$ cat src/rtl/fetch_stage.sv
// Instruction fetch stage: single-outstanding imem requests feeding an IF/ID
// register backed by a one-entry skid buffer for stall/response collisions.
module fetch_stage #(
  parameter logic [31:0] RESET_PC = 32'h0000_0000
) (
  input  logic        clock,
  input  logic        reset_n,
  output logic        imem_req,
  output logic [31:0] imem_addr,
  input  logic        imem_rvalid,
  input  logic [31:0] imem_rdata,
  input  logic        stall,
  input  logic        redirect,
  input  logic [31:0] redirect_pc,
  output logic        ifid_valid,
  output logic [31:0] ifid_pc,
  output logic [31:0] ifid_insn,
  output logic [4:0]  ifid_opcode
);

  localparam logic [1:0] IDLE  = 2'd0;
  localparam logic [1:0] ISSUE = 2'd1;
  localparam logic [1:0] WAIT  = 2'd2;
  localparam logic [1:0] HOLD  = 2'd3;

  typedef struct packed {
    logic [31:0] pc;
    logic [31:0] insn;
  } fetch_entry_t;

  logic [1:0]   state;
  logic [31:0]  pc;
  logic         squash;
  fetch_entry_t skid;

  assign imem_req    = (state == ISSUE);
  assign imem_addr   = pc;
  assign ifid_opcode = ifid_insn[31:27];

  always_ff @(posedge clock or negedge reset_n) begin
    if (!reset_n) begin
      state      <= IDLE;
      pc         <= RESET_PC;
      squash     <= 1'b0;
      skid       <= '0;
      ifid_valid <= 1'b0;
      ifid_pc    <= '0;
      ifid_insn  <= '0;
    end else if (redirect) begin
      pc         <= redirect_pc;
      ifid_valid <= 1'b0;
      // A request already in flight must have its response dropped.
      if (state == ISSUE || (state == WAIT && !imem_rvalid)) begin
        state  <= WAIT;
        squash <= 1'b1;
      end else begin
        state  <= ISSUE;
        squash <= 1'b0;
      end
    end else begin
      // Decode takes the instruction; a load below overrides this.
      if (ifid_valid && !stall)
        ifid_valid <= 1'b0;
      case (state)
        IDLE:  state <= ISSUE;
        ISSUE: state <= WAIT;
        WAIT: begin
          if (imem_rvalid) begin
            if (squash) begin
              squash <= 1'b0;
              state  <= ISSUE;
            end else if (ifid_valid && stall) begin
              skid  <= '{pc: pc, insn: imem_rdata};
              pc    <= pc + 32'd1;
              state <= HOLD;
            end else begin
              ifid_valid <= 1'b1;
              ifid_pc    <= pc;
              ifid_insn  <= imem_rdata;
              pc         <= pc + 32'd1;
              state      <= ISSUE;
            end
          end
        end
        HOLD: begin
          if (!stall) begin
            ifid_valid <= 1'b1;
            ifid_pc    <= skid.pc;
            ifid_insn  <= skid.insn;
            state      <= ISSUE;
          end
        end
        default: state <= IDLE;
      endcase
    end
  end

endmodule
$ cat config.mk
export PLATFORM = sky130hd
export DESIGN_NAME = fetch_stage
export DESIGN_NICKNAME = d
export VERILOG_FILES = /design/src/rtl/fetch_stage.sv
export SDC_FILE = /design/constraint.sdc
export NUM_CORES = 1
export LEC_CHECK = 0
export ABC_AREA = 1
export BUFFER_PORTS_ARGS = -buffer_cell sky130_fd_sc_hd__buf_2
export CAP_MARGIN = 40
export CORE_MARGIN = 2
export CORE_UTILIZATION = 60
export DETAILED_ROUTE_END_ITERATION = 7
export HOLD_SLACK_MARGIN = 0.03
export PLACE_DENSITY = 0.86
export SLEW_MARGIN = 40
export SYNTH_ARGS = -nofsm -noshare
export SYNTH_HDL_FRONTEND = slang
export SYNTH_SLANG_ARGS = --single-unit
$ cat constraint.sdc
create_clock -name clock -period 3.78 [get_ports clock]
set_input_delay 0.945 -clock clock [delete_from_list [all_inputs] [get_ports clock]]
set_output_delay 0.945 -clock clock [all_outputs]
set_load 0.05 [all_outputs]
==> run_results.csv, run 1 <==
group,metric,value,unit
global_route,antenna_found_initial,0,
route,drt_iter0_markers,620,
setup_path,required,2.83,ns
logic_synthesis,yosysTopAreaCell,"dfrtp_1",
logic_synthesis,ys_types,31,
sta,hold_violations,0,
clock_network,clkLatencyLatePin,0.44,ns
clock_network,cts_made_buffers,17,
global_route,grt_max_degree,111,
logic_synthesis,synth_flop_cell,"dfrtp_1",
route,drc,0,
floorplan,ios,172,
placement,dp_cells,1374,
sta,post-route-period-util,0.619,
finish,antenna_cells,0,
finish,layout-drive-gt1-share,0.238,
sta,fmax,427,MHz
hold_path,worst_hold_path_type,"reg2reg",
clock_network,cts_tree,"built",
clock_network,cts_hold_buf,0,
logic_synthesis,synth_common_cells,"nand2_1 (390), dfrtp_1 (164), o21ai_0 (93), inv_1 (87), nor2_1 (64)",
finish,final_cell_area,9910,um^2
logic_synthesis,synth_edf_count,0,
clock_network,htree_levels,4,
floorplan,fp.dieArea,15100,um^2
logic_synthesis,yosys_warnings,0,
route,ant_nets,0,
sta,whs,0.473,ns
setup_path,cp-startpoint,"state[1]",
logic_synthesis,synth_top_area_frac,0.485,
floorplan,die_h,123,um
clock_network,root_buffer,"clkbuf_16",
finish,fillCellCount,1123,
setup_path,r2r_setup_slack,1.52,ns
placement,portBuffers,171,
floorplan,start_util,0.612,
setup_path,arrival,1.40,ns
power_and_ir_drop,p_leak,5.08,nW
route,drt-total-wl,20500,um
finish,fin_cells,1405,
logic_synthesis,synth_nets,1143,
logic_synthesis,ys_ff_latch,164,
power_and_ir_drop,ir_drop,0.390,mV
setup_path,setup.worst_path.start_class,"flip-flop",
sta,finalClockSkew,0.0109,ns
sta,maxSlewViolCount,0,
placement,gp_congestion,0.910,
route,num_vias,7535,
logic_synthesis,netlist_top_cells_area,"dfrtp_1 (49%), nand2_1 (17%), o21ai_2 (6.3%)",
sta,tns,0,ns
logic_synthesis,async_reset_ff_frac,1.00,
route,drt-pass1-iter-count,7,
clock_network,cts.clk_slew.worst_paths,0.06,ns
global_route,grtUsageTotal,0.289,
setup_path,path_class,"reg2out",
power_and_ir_drop,powerDensity,765,nW/um^2
sta,period_minus_slack,2.34,ns
finish,syn2layout_area_growth,17.2,%
route,via_per_inst,5.36,
job,drv_cap,0,
global_route,grt_pass1_wl,33700,um
sta,rsz0062_at_grt,"false",
global_route,grt_remaining_overflow,0,
setup_path,crit_fanout,4,
logic_synthesis,postSynthCellCount,1070,
setup_path,r2r-end,"skid[1]",
placement,dp_hpwl,14000,um
floorplan,core_area,13800,um^2
setup_path,ff2ff_path_depth,10,
run_status,status,"finished, final reports clean",
logic_synthesis,syn-cell-area,8460,um^2
route,wl_per_cell,14.6,um
sta,setup_viol,0,
floorplan,std_cell_rows,43,
clock_network,post_cts_resized,0,
setup_path,rr_startpoint,"state[0]",
finish,nNetsFinal,1286,
clock_network,clockBufferDepth,2,
setup_path,cp-end-kind,"output port",
logic_synthesis,yosysSeqAreaShare,0.485,
clock_network,post-cts-setup-buffer-count,0,
floorplan,die_x,123,um
placement,placed_cell_area,9300,um^2
clock_network,cts_sinks,164,
sta,relSlewSlack,0.530,
finish,fin_util,0.717,
sta,tightest_slew,0.705,ns
global_route,first_global_vias,6917,
logic_synthesis,avgSynthCellArea,7.90,um^2
setup_path,crit_path_end,"imem_req",
logic_synthesis,yosysMostFrequentCell,"nand2_1",
## critical path: stages (launching register included)
cell,delay (ns)
dfrtp_1,0.44
inv_1,0.09
ha_1,0.16
buf_2,0.27
## placed cells by master (no fill, tap or decap), types with 7 or more instances in the layout
master	Yosys	final
buf_2	10	170
nor2_1	64	64
nand3_1	43	43
a21oi_1	9	9
o21ai_0	93	93
buf_4	10	9
dfrtp_1	164	164
o21ai_1	54	54
nand2_1	390	390
clkbuf_16	0	17
o21ai_2	61	60
xor2_1	7	7
inv_1	87	87
## layer usage
| layer | global-route usage | wire length [um] | vias to the layer above |
|---|---|---|---|
| li1 | - | - | 3699 |
| met1 | 0.380 | 8690 | 3483 |
| met2 | 0.464 | 9690 | 293 |
| met3 | 0.0572 | 1470 | 60 |
| met4 | 0.127 | 600 | 0 |
| met5 | 0 | 0 | - |
## sequential cells by signal, summed over array words and instances (netlist names)
| name | cells |
|---|---|
| squash | 1 |
| ifid_pc | 32 |
| imem_addr | 32 |
| state | 2 |
| ifid_valid | 1 |
| ifid_insn | 32 |
| skid | 64 |
## metrics by stage
step / setup WS (ns) / total power, W
finish: 1.44 / 0.00758
global route: 1.35 / 0.00802
CTS: 1.42 / 0.00761
detailed placement: 1.23 / 0.00582
global placement: 1.28 / 0.00574
floorplan: 1.84 / 0.00512
## logic make-up (layout without fill, tap and decap cells)
group | Yosys count | after routing | share of synthesized area
fa+ha+maj | 4 | 4 | 0.00592
simple gates | 511 | 511 | 0.240
flops | 164 | 164 | 0.485
compound gates | 232 | 232 | 0.171
buf+inv | 151 | 306 | 0.0898
xor+xnor | 8 | 8 | 0.00829
## layout make-up
| type | count | area, um^2 | area share |
|---|---|---|---|
| Clock buffer | 19 | 453 | 0.0457 |
| Clock inverter | 12 | 155 | 0.0157 |
| Inverter | 90 | 340 | 0.0343 |
| Multi-Input combinational cell | 755 | 3610 | 0.364 |
| Sequential cell | 164 | 4100 | 0.414 |
| Tap cell | 180 | 225 | 0.0227 |
| Timing Repair Buffer | 185 | 1020 | 0.103 |
## worst min-delay path by stage
stage / depth (start not counted) / end / slack, ns / startpoint
2_1_floorplan: 2 / skid[62] / 0.45 / skid[62]
3_3_place_gp: 2 / ifid_insn[12] / 0.46 / ifid_insn[12]
3_5_place_dp: 2 / ifid_insn[0] / 0.46 / ifid_insn[0]
4_1_cts: 2 / ifid_pc[14] / 0.48 / ifid_pc[14]
5_1_grt: 2 / skid[62] / 0.50 / skid[62]
6_report: 2 / ifid_pc[14] / 0.47 / ifid_pc[14]
## report_power, final
part / internal (W) / total, W / switching [W]
Sequential: 0.00226 / 0.00258 / 0.000316
Clock: 0.00107 / 0.00178 / 0.000713
Combinational: 0.000749 / 0.00322 / 0.00247
Total: 0.00408 / 0.00758 / 0.00350
Power figures use the tool's default switching activity.
==> run 2: changes to the inputs <==
--- a/config.mk
+++ b/config.mk
@@ -9,10 +9,10 @@
 export BUFFER_PORTS_ARGS = -buffer_cell sky130_fd_sc_hd__buf_2
 export CAP_MARGIN = 40
 export CORE_MARGIN = 2
-export CORE_UTILIZATION = 60
+export CORE_UTILIZATION = 55
 export DETAILED_ROUTE_END_ITERATION = 7
 export HOLD_SLACK_MARGIN = 0.03
-export PLACE_DENSITY = 0.86
+export PLACE_DENSITY = 0.8
 export SLEW_MARGIN = 40
 export SYNTH_ARGS = -nofsm -noshare
 export SYNTH_HDL_FRONTEND = slang
==> constraint.sdc (replaced) <==
create_clock -name clock -period 2.5 [get_ports clock]
set_input_delay 0.625 -clock clock [delete_from_list [all_inputs] [get_ports clock]]
set_output_delay 0.625 -clock clock [all_outputs]
set_load 0.05 [all_outputs]
==> run 2 against run 1 <==
Count of clock-buffer cells in the layout grew 1; routed wire length grew 1.9%; final cell count grew 0.85%; clock power grew 50%; via count shrank 1.3%; global-route usage shrank 2.5 points; power grew 52%; hold slack lost 0.32 ns; sequential share of layout area shrank 0.14 points; combinational power grew 53%; register-to-register slack lost 1.1 ns; largest power group unchanged.
==> run_results.csv, run 2 (synthesis gave the netlist of run 1 again) <==
group,metric,value,unit
sta,tns,0,ns
setup_path,path_class,"reg2reg",
floorplan,start_util,0.560,
power_and_ir_drop,p_leak,5.10,nW
clock_network,cts_hold_buf,0,
floorplan,core_area,15100,um^2
setup_path,path_cells,"inv_1, ha_1, nand2_2, nor2_4, nand2_4, nor2_2, inv_4, buf_12, nand2_1, o21ai_2",
sta,fmax,486,MHz
power_and_ir_drop,ir_drop,0.551,mV
route,route.met3.wl,1220,um
setup_path,crit_fanout,68,
finish,layout.cells.most_common,"nand2_1",
run_status,status,"finished, final reports clean",
clock_network,clkLatencyLatePin,0.42,ns
route,drt_iter0_markers,572,
global_route,grt_max_degree,69,
route,dr_wl_met2,9640,um
route,num_vias,7435,
clock_network,cts_made_buffers,17,
sta,maxSlewViolCount,0,
setup_path,crit_path_max_incr_delay,0.45,ns
setup_path,cp_top_family,"simple AND/OR/NAND/NOR gates",
sta,relSlewSlack,0.650,
sta,tightest_slew,0.525,ns
job,drv_cap,0,
global_route,grtUsageTotal,0.264,
setup_path,cp-end-kind,"flip-flop",
sta,rsz0062_at_grt,"false",
clock_network,root_buffer,"clkbuf_16",
floorplan,die_h,128,um
clock_network,cts.clk_slew.worst_paths,0.07,ns
route,via_per_inst,5.25,
placement,portBuffers,171,
clock_network,post-cts-setup-buffer-count,0,
floorplan,ios,172,
clock_network,cts_sinks,164,
floorplan,die_x,128,um
route,drt-pass1-iter-count,5,
floorplan,std_cell_rows,45,
sta,whs,0.151,ns
clock_network,cts_tree,"built",
finish,syn2layout_area_growth,17.6,%
route,drt-met1-wl,9570,um
sta,setup_viol,0,
finish,antenna_cells,0,
finish,nNetsFinal,1289,
setup_path,arrival,2.36,ns
global_route,antenna_found_initial,0,
route,ant_nets,0,
clock_network,clockBufferDepth,2,
global_route,grt_pass1_wl,34300,um
global_route,first_global_vias,6901,
sta,period_minus_slack,2.06,ns
route,wl_per_cell,14.7,um
sta,finalClockSkew,0.00917,ns
route,top_layer,"met4",
finish,largest_reg_flops,64,
placement,dp_hpwl,14600,um
clock_network,post_cts_resized,0,
route,drt-total-wl,20800,um
sta,hold_violations,0,
placement,gp_congestion,0.916,
sta,post-route-period-util,0.823,
setup_path,required,2.80,ns
route,drc,0,
global_route,grt_remaining_overflow,0,
setup_path,worst-path-buf-inv,3,
finish,layout_common_cells,"nand2_1 (390), buf_2 (170), dfrtp_1 (164)",
hold_path,worst_hold_path_type,"in2async",
setup_path,crit_slowest_cell,"dfrtp_1",
finish,regMostFlops,"skid",
clock_network,htree_levels,4,
floorplan,fp.dieArea,16400,um^2
power_and_ir_drop,powerDensity,1160,nW/um^2
setup_path,setup.worst_path.start_class,"flip-flop",
finish,layout-drive-gt1-share,0.238,
run 2: cell types whose count changed in the layout (fill, tap and decap cells not counted):
cell	previous run	this run
buf_12	4	5
buf_4	9	12
buf_6	2	1
clkbuf_1	0	2
clkbuf_8	2	1
clkinv_4	3	1
clkinvlp_4	2	3
inv_6	1	2
run 2: area by class of cell:
type	count	area [um^2]
tap	188	235
multi-input combinational	755	3610
fill	1340	5140
sequential	164	4100
inverter	90	340
clock inverter	12	154
timing repair buffer	188	1050
clock buffer	20	447
run 2: worst register-to-register path: stages (launching register included):
cell,delay (ns)
dfrtp_1,0.45
inv_1,0.09
ha_1,0.23
nand2_2,0.09
nor2_4,0.24
nand2_4,0.17
nor2_2,0.17
inv_4,0.07
buf_12,0.20
nand2_1,0.19
o21ai_2,0.05
run 2: path summary, 6_finish.rpt:
kind,to,slack [ns],cells past startpoint,startpoint
worst max register to register,skid[44],0.44,10,state[0]
min in group clock,imem_addr[9],0.42,3,redirect_pc[9]
worst max-delay path,skid[44],0.44,10,state[0]
worst min register to register,ifid_insn[8],0.47,2,ifid_insn[8]
worst min-delay path,ifid_insn[8],0.15,1,reset_n
max in group asynchronous,imem_addr[17],1.63,2,reset_n
run 2: stage by stage:
step                power [W]  instances  utilization  cell area [um^2]  setup WS, ns
finish                 0.0115       1417        0.659              9940         0.442
global route           0.0122       1417        0.659              9940         0.286
CTS                    0.0116       1417        0.659              9940         0.461
detailed placement    0.00889       1385        0.619              9340         0.516
global placement      0.00878       1385        0.619              9340         0.528
floorplan             0.00774       1070            -              8460         0.619
run 2: routing by layer:
layer  vias to the layer above  track usage
li1                       3703            -
met1                      3453        0.372
met2                       249        0.418
met3                        30       0.0430
met4                         0       0.0905
met5                         -            0
run 2: where the power goes:
part / switching, W / internal (W) / leakage, nW
Clock: 0.00107 / 0.00160 / 0.287
Sequential: 0.000482 / 0.00342 / 2.14
Combinational: 0.00376 / 0.00116 / 2.67
Total: 0.00531 / 0.00618 / 5.10
==> run 3: changes to the inputs <==
--- a/config.mk
+++ b/config.mk
@@ -5,11 +5,11 @@
 export SDC_FILE = /design/constraint.sdc
 export NUM_CORES = 1
 export LEC_CHECK = 0
-export ABC_AREA = 1
+export ABC_AREA = 0
 export BUFFER_PORTS_ARGS = -buffer_cell sky130_fd_sc_hd__buf_2
 export CAP_MARGIN = 40
 export CORE_MARGIN = 2
-export CORE_UTILIZATION = 55
+export CORE_UTILIZATION = 54
 export DETAILED_ROUTE_END_ITERATION = 7
 export HOLD_SLACK_MARGIN = 0.03
 export PLACE_DENSITY = 0.8
==> constraint.sdc (replaced) <==
create_clock -name clock -period 2 [get_ports clock]
set_input_delay 0.5 -clock clock [delete_from_list [all_inputs] [get_ports clock]]
set_output_delay 0.5 -clock clock [all_outputs]
set_load 0.05 [all_outputs]
==> run 3 against run 2 <==
Die area fell by 11%; sequential share of layout area rose by 3.2 points; final cell count fell by 28%; non-clock buffer count rose by 16; critical path depth fell by 4; combinational power rose by 13%; utilization rose by 3.7 points; synthesized area fell by 13%; synthesized cell count fell by 39%; sequential power rose by 18%; first-iteration DRC count fell by 26%; largest cell class unchanged; largest power group unchanged.
==> run_results.csv, run 3 <==
group,metric,value,unit
setup_path,path_class,"reg2reg",
logic_synthesis,ys_types,40,
floorplan,std_cell_rows,42,
clock_network,cts.clk_slew.worst_paths,0.06,ns
logic_synthesis,netlist_top_cells_area,"dfrtp_1 (56%), mux2_2 (9.6%), mux2i_1 (8.8%)",
route,wl_per_cell,16.4,um
sta,post-route-period-util,0.961,
clock_network,cts_tree,"built",
global_route,first_global_vias,5573,
logic_synthesis,synth_top_area_frac,0.556,
global_route,grtUsageTotal,0.240,
setup_path,arrival,2.23,ns
finish,nNetsFinal,899,
logic_synthesis,ys_ff_latch,164,
logic_synthesis,yosysMostFrequentCell,"dfrtp_1",
clock_network,cts_made_buffers,17,
setup_path,cp-end-kind,"flip-flop",
placement,portBuffers,171,
finish,syn2layout_area_growth,25.4,%
global_route,grt_pass1_wl,27300,um
logic_synthesis,postSynthCellCount,649,
route,drt-total-wl,16600,um
clock_network,clkLatencyLatePin,0.43,ns
clock_network,clockBufferDepth,2,
placement,gp_congestion,0.791,
finish,layout_common_cells,"buf_2 (169), dfrtp_1 (154), nand2_1 (103)",
floorplan,core_area,13300,um^2
global_route,grt_max_degree,89,
logic_synthesis,syn-cell-area,7380,um^2
sta,maxSlewViolCount,0,
floorplan,die_x,121,um
sta,whs,0.280,ns
clock_network,htree_levels,4,
floorplan,die_h,121,um
finish,largest_reg_flops,64,
clock_network,root_buffer,"clkbuf_16",
logic_synthesis,avgSynthCellArea,11.4,um^2
floorplan,start_util,0.555,
route,drt_iter0_markers,424,
run_status,status,"finished, final reports clean",
route,drt-pass1-iter-count,4,
finish,layout-drive-gt1-share,0.379,
finish,regMostFlops,"skid",
placement,placed_cell_area,8600,um^2
placement,dp_hpwl,11300,um
clock_network,cts_sinks,164,
floorplan,fp.dieArea,14600,um^2
route,drc,0,
global_route,antenna_found_initial,3,
floorplan,ios,172,
sta,fmax,521,MHz
route,num_vias,5520,
sta,period_minus_slack,1.92,ns
setup_path,required,2.31,ns
route,via_per_inst,5.42,
global_route,grt_remaining_overflow,0,
logic_synthesis,yosysTopAreaCell,"dfrtp_1",
hold_path,worst_hold_path_type,"in2reg",
power_and_ir_drop,ir_drop,0.999,mV
setup_path,setup.worst_path.start_class,"flip-flop",
sta,tightest_slew,0.497,ns
sta,relSlewSlack,0.669,
power_and_ir_drop,p_leak,4.59,nW
logic_synthesis,synth_common_cells,"dfrtp_1 (164), nand2_1 (103), mux2i_1 (65), mux2_2 (63), o21ai_0 (51)",
logic_synthesis,async_reset_ff_frac,1.00,
route,ant_nets,0,
logic_synthesis,yosysSeqAreaShare,0.556,
sta,setup_viol,0,
job,drv_cap,0,
setup_path,crit_fanout,46,
logic_synthesis,synth_edf_count,0,
sta,hold_violations,0,
logic_synthesis,synth_flop_cell,"dfrtp_1",
power_and_ir_drop,powerDensity,1450,nW/um^2
finish,final_cell_area,9260,um^2
sta,finalClockSkew,0.00875,ns
logic_synthesis,yosys_warnings,0,
finish,layout.cells.most_common,"buf_2",
logic_synthesis,synth_nets,722,
-- run 3: cell types whose count changed after synthesis, moves of 42 or more --
cell / delta
nand2_1: -287
inv_1: -80
nor2_1: -58
mux2_2: +63
mux2i_1: +65
o21ai_2: -61
o21ai_0: -42
-- run 3: cells by family after synthesis --
| logic type | after synthesis | share of synthesized area |
|---|---|---|
| fa+ha+maj | 4 | 0.00678 |
| compound gates | 102 | 0.0705 |
| flops | 164 | 0.556 |
| buf+inv | 53 | 0.0337 |
| xor+xnor | 29 | 0.0344 |
| mux | 133 | 0.192 |
| simple gates | 164 | 0.106 |
-- run 3: area by class of cell --
class	count	area, um^2
fillers	962	4040
clock inverters	8	125
diodes	3	7.51
well taps	176	220
repair buffers	204	1210
multi-input cells	432	3070
inverters	7	26.3
flip-flops and latches	164	4120
clock buffers	24	482
-- run 3: final timing paths --
kind | startpoint | end | slack [ns] | cells after the start
setup reg to reg | state[0] | skid[7] | 0.08 | 6
hold / removal | redirect_pc[9] | imem_addr[9] | 0.28 | 3
min in group asynchronous | reset_n | ifid_insn[7] | 0.50 | 2
hold reg to reg | ifid_insn[6] | ifid_insn[6] | 0.48 | 2
max in group asynchronous | reset_n | imem_addr[12] | 0.94 | 3
setup / recovery | state[0] | skid[7] | 0.08 | 6
-- run 3: worst max-delay path, cell delays in order (launching register included) --
cell,delay (ns)
dfrtp_1,0.38
inv_1,0.06
ha_2,0.23
nand3b_2,0.17
nor3_4,0.25
buf_12,0.28
mux2_2,0.38
-- run 3: stage by stage --
| step | util | TNS, ns | worst slack [ns] | cells | power [W] |
|---|---|---|---|---|---|
| 3_3_place_gp | 0.647 | 0 | 0.0446 | 982 | 0.0100 |
| 4_1_cts | 0.694 | 0 | 0.00642 | 1015 | 0.0135 |
| 6_report | 0.696 | 0 | 0.0790 | 1018 | 0.0135 |
| 2_1_floorplan | - | -0.0515 | -0.0515 | 649 | 0.00877 |
| 5_1_grt | 0.696 | -0.0184 | -0.00715 | 1017 | 0.0142 |
| 3_5_place_dp | 0.647 | -0.0392 | -0.0392 | 982 | 0.0102 |
-- run 3: layer usage --
metal | up-vias | routed length (um) | global-route usage | share of wire
met2 | 160 | 8420 | 0.402 | 0.51
li1 | 2619 | - | - | -
met3 | 17 | 1070 | 0.0705 | 0.064
met4 | 2 | 211 | 0.0850 | 0.013
met1 | 2722 | 6940 | 0.298 | 0.42
met5 | - | 11 | 0 | 0.00066
-- run 3: what timing repair did --
| item | 4_1_cts | 5_1_grt |
|---|---|---|
| hold buffers | 1 | 0 |
| hold endpoints to repair | 21 | 0 |
| endpoints found under the setup margin | 5 | 136 |
| gates resized for setup | 2 | 6 |
| gates cloned | 0 | 0 |
| pin swaps | 0 | 1 |
| setup buffers | 0 | 0 |
-- run 3: report_power, final --
group | internal, W | switching, W
sequential | 0.00412 | 0.000474
combinational | 0.00161 | 0.00395
clock | 0.00206 | 0.00125
